==> src/rtl/rle_pkg.sv <==
// ============================================================================
// Module   : rle_pkg
// Purpose  : Shared run-word layout for the RLE encoder/decoder pair.
// Revision : 1.0
// ============================================================================
`default_nettype none

package rle_pkg;

    localparam int BYTE_W  = 8;
    localparam int COUNT_W = 16;
    localparam int WORD_W  = COUNT_W + BYTE_W;

    typedef enum logic [1:0] {
        ST_IDLE = 2'd0,
        ST_READ = 2'd1,
        ST_LOAD = 2'd2,
        ST_EMIT = 2'd3
    } state_t;

    function automatic logic [BYTE_W-1:0] run_byte(input logic [WORD_W-1:0] word);
        return word[BYTE_W-1:0];
    endfunction

    function automatic logic [COUNT_W-1:0] run_count(input logic [WORD_W-1:0] word);
        return word[WORD_W-1:BYTE_W];
    endfunction

endpackage

`default_nettype wire

==> src/rtl/rle_decoder.sv <==
// ============================================================================
// Module   : rle_decoder
// Purpose  : Expands {count, byte} run words from a FIFO into a byte stream.
// Revision : 1.0
// ============================================================================
`default_nettype none

module rle_decoder
    import rle_pkg::*;
(
    input  logic                clk,
    input  logic                reset,
    input  logic [WORD_W-1:0]   in_data,
    input  logic                in_empty,
    output logic                in_read_req,
    input  logic                out_full,
    output logic [BYTE_W-1:0]   out_data,
    output logic                out_write_req,
    output logic                busy,
    output logic                run_done,
    output logic [31:0]         bytes_out
);

    state_t               r_state;
    state_t               w_state_nxt;
    logic [COUNT_W-1:0]   r_remaining;
    logic [COUNT_W-1:0]   w_remaining_nxt;
    logic [BYTE_W-1:0]    r_out_data;
    logic [BYTE_W-1:0]    w_out_data_nxt;
    logic                 r_in_read_req;
    logic                 w_in_read_req_nxt;
    logic [31:0]          r_bytes_out;
    logic                 w_write;

    // Back-pressure gates the write in the same cycle so nothing is pushed into a full FIFO.
    assign w_write = (r_state == ST_EMIT) && !out_full;

    always_comb begin
        w_state_nxt       = r_state;
        w_remaining_nxt   = r_remaining;
        w_out_data_nxt    = r_out_data;
        w_in_read_req_nxt = 1'b0;
        case (r_state)
            ST_IDLE: begin
                if (!in_empty) begin
                    w_in_read_req_nxt = 1'b1;
                    w_state_nxt       = ST_READ;
                end
            end
            ST_READ: w_state_nxt = ST_LOAD;
            ST_LOAD: begin
                // Zero-count words are padding: latched but never emitted.
                w_out_data_nxt  = run_byte(in_data);
                w_remaining_nxt = run_count(in_data);
                w_state_nxt     = (run_count(in_data) == '0) ? ST_IDLE : ST_EMIT;
            end
            ST_EMIT: begin
                if (w_write) begin
                    w_remaining_nxt = r_remaining - COUNT_W'(1);
                    if (r_remaining == COUNT_W'(1)) begin
                        w_state_nxt = ST_IDLE;
                    end
                end
            end
            default: w_state_nxt = ST_IDLE;
        endcase
    end

    always_ff @(posedge clk) begin
        if (reset) begin
            r_state       <= ST_IDLE;
            r_remaining   <= '0;
            r_out_data    <= '0;
            r_in_read_req <= 1'b0;
            r_bytes_out   <= '0;
        end else begin
            r_state       <= w_state_nxt;
            r_remaining   <= w_remaining_nxt;
            r_out_data    <= w_out_data_nxt;
            r_in_read_req <= w_in_read_req_nxt;
            if (w_write) begin
                r_bytes_out <= r_bytes_out + 32'd1;
            end
        end
    end

    assign in_read_req   = r_in_read_req;
    assign out_data      = r_out_data;
    assign out_write_req = w_write;
    assign run_done      = w_write && (r_remaining == COUNT_W'(1));
    assign busy          = (r_state != ST_IDLE);
    assign bytes_out     = r_bytes_out;

endmodule

`default_nettype wire

==> config.mk <==
export PLATFORM = sky130hd
export DESIGN_NAME = rle_decoder
export DESIGN_NICKNAME = d
export VERILOG_FILES = /design/src/rtl/rle_pkg.sv /design/src/rtl/rle_decoder.sv
export SDC_FILE = /design/constraint.sdc
export NUM_CORES = 1
export LEC_CHECK = 0
export BUFFER_PORTS_ARGS = -buffer_cell sky130_fd_sc_hd__buf_2
export CAP_MARGIN = 5
export CORE_ASPECT_RATIO = 0.8
export CORE_MARGIN = 5
export CORE_UTILIZATION = 30
export DETAILED_ROUTE_END_ITERATION = 10
export GPL_TIMING_DRIVEN = 0
export SLEW_MARGIN = 20
export SYNTH_ARGS = -nofsm -noshare
export SYNTH_HDL_FRONTEND = slang
export SYNTH_SLANG_ARGS = --single-unit
==> constraint.sdc <==
create_clock -name clk -period 5.1 [get_ports clk]
set_input_delay 1.275 -clock clk [delete_from_list [all_inputs] [get_ports clk]]
set_output_delay 1.275 -clock clk [all_outputs]
set_load 0.02 [all_outputs]
==> summary.txt <==
Final ANT Viol Nets = 0
pin count of the biggest net entering global routing = 11
Synth area leaders = dfxtp_1 (40%), a21oi_1 (7.2%), nand2_1 (5.7%)
DR top layer = met4
unrepaired setup endpoints after global routing = false
setup_tns = 0 ps
Root Buffer = clkbuf_16
site row count = 32
initial antenna violation count = 0
Placed Cells = 579
Critical R2R Launch = bytes_out[0]
Core Region = 9689 um2
CTS buffer count = 9
Finished Layout Cells = 595
CTS tree = built
H-tree depth = 3
area share of the largest cell type after synthesis = 39.66%
syn avg cell area = 8.005 um2
layout cells sized above 1 = 20.26%
commonest non-fill, non-tap cell in the layout = buf_2
die width = 121.4 um
Hold Crit Start = out_data[3]
Synth Cell Area = 2978 um2
min Tclk post-route = 3863 ps
clock-pin slew on the worst setup and hold paths = 50 ps
total die area = 12030 um2
PD cells = 336.7 nW/um2
crit-path cells = or4_4 -> or4_1 -> buf_2 -> or4_1 -> nor2_1 -> buf_2
syn_nets = 403
layout net count = 485
critical path startpoint category = flip-flop
vias in the first global route = 2914
area leader, netlist = dfxtp_1
Mapped Cells = 372
most frequent cells in the layout = buf_2 (73), dfxtp_1 (59), nand2_1 (45)
crit path launch = r_remaining[7]
GRT Util Overall = 15.40%
Critical Path RT = 3830 ps
Max Cap Viol = 0
CP Capture Type = primary output
final worst slack = 1237 ps
cts hold-fix bufs = 0
met3 WL = 678 um
Fin. Hold Viols = 0
IO buf count = 71
Yosys cell types = 45
first-iteration detailed-routing DRC count = 288
Die H = 99.11 um
routed wl met2 = 3.862 mm
register area share after synthesis = 39.66%
grt ovf = 0
num ports = 72
vias = 3188
final worst path period share = 75.75%
Reg2Reg Capture Point = bytes_out[30]
worst rel slew slack = 41.07%
antenna diode count = 0
slowest CP cell = or4_4
Slew Viols, Final = 0
drt first pass iters = 5
worst-path maximum fanout = 8
r2r setup slk = 2590 ps
crit-path max cell delay = 580 ps
Peak VDD IR = 0.1842 mV
Top Family by Delay on Critical Path = simple AND/OR/NAND/NOR gates
drt drc = 0
CP arrival = 2590 ps
first-pass GRT wire length = 15.01 mm
Worst Setup EP = run_done
outcome = complete, no violations
dpl ws = 1410 ps
Clock Latency Late Sink = 330 ps
Initial Util = 30.73%
post-CTS sizing = 0
synth warn = 0
Worst Max-Slew Pin Slew = 882.1 ps
Worst Reg-to-Reg Cells = 7
clock skew = 7.003 ps
M1 WL = 4.462 mm
WS Path Type = reg -> out
WP buf/inv = 2
vias per std cell = 5.358
post-CTS setup buffers = 0
synth-to-layout area growth = 27.48%
Primary FF master, synth = dfxtp_1
clk buf depth = 2
Clock Sinks = 59
ys async rst share = 0%
Worst Hold Class = reg -> reg
final RePlAce weighted congestion = 0.8680
LEAKAGE = 1.380 nW
DP HPWL = 6.634 mm
EDFF count, synth = 0
Fillers = 1053
fmax = 0.2588 GHz
drt total wl = 9.098 mm
#FFs+latches synth = 59
Crit path depth = 6
drt wl/cell = 15.29 um
endpoints failing setup = 0
==> final cells by class <==
class / count / area (um2) / share of cell area, %
Multi-Input combinational cell: 280 / 1670 / 44.00
Sequential cell: 59 / 1181 / 31.11
Buffer: 23 / 88.84 / 2.340
Inverter: 10 / 37.54 / 0.9888
Clock buffer: 15 / 287.8 / 7.581
Clock inverter: 1 / 5.005 / 0.1318
Timing Repair Buffer: 71 / 355.3 / 9.361
Tap cell: 136 / 170.2 / 4.483
==> cell usage after synthesis, types with 5 or more instances <==
master / count
nand4_1: 11
nand3_1: 15
inv_1: 9
nor4_1: 8
o21ai_0: 19
or3_1: 11
a211oi_1: 6
dfxtp_1: 59
nor2_1: 16
xnor2_1: 7
o31ai_1: 14
or4_1: 21
mux2i_1: 5
nor3_1: 12
clkbuf_1: 21
nand2_1: 45
a21oi_1: 43
==> through the flow <==
step	hold WS [ps]	instance area (um2)	total power [mW]	util (%)
after floorplan	441.5	2978	0.6397	-
after global placement	440.8	3503	0.6973	36.16
after detailed placement	445.1	3503	0.7003	36.16
after CTS	451.7	3796	1.287	39.18
after global routing	472.6	3796	1.333	39.18
final	448.6	3796	1.278	39.18
==> worst register-to-register path, stage by stage (launching register included) <==
cell and delay (ps):
dfxtp_1 400, ha_1 190, nand3_1 200, or4_1 550, clkbuf_1 200, buf_2 230, or4_1 510, a21oi_1 160
==> layer usage <==
layer  GRT usage [%]  vias up
li1                -     1570
met1           22.05     1498
met2           22.12      112
met3           5.003        8
met4           4.307        0
met5               0        -
==> where the power goes <==
| part | leakage, nW | internal (mW) | total, mW | switching, mW |
|---|---|---|---|---|
| registers | 0.478 | 0.481 | 0.500 | 0.0190 |
| clock network | 0.146 | 0.381 | 0.582 | 0.202 |
| logic | 0.756 | 0.0749 | 0.196 | 0.121 |
| total | 1.38 | 0.937 | 1.28 | 0.341 |
==> flip-flops by register name, summed over array words and instances, names as in the netlist <==
name,count
out_data,8
bytes_out,32
in_read_req,1
r_state,2
r_remaining,16
==> how the worst min path moves through the flow <==
stage,endpoint,cells past startpoint
after floorplan,r_remaining[1],2
after global placement,out_data[3],2
after detailed placement,out_data[3],2
after CTS,out_data[3],2
after global routing,out_data[0],2
final,out_data[3],2
==> cells by family (layout without fill, tap and decap cells) <==
logic type / after synthesis / after routing / share of synthesized area, %
XOR/XNOR: 9 / 9 / 2.647
buffers and inverters: 33 / 120 / 4.244
flip-flops: 59 / 59 / 39.66
AND/OR/NAND/NOR: 161 / 161 / 29.75
adder cells (fa/ha/maj): 3 / 3 / 1.261
AO/OA/AOI/OAI: 102 / 102 / 20.76
multiplexers: 5 / 5 / 1.681
(Power assumes the default switching activity.)
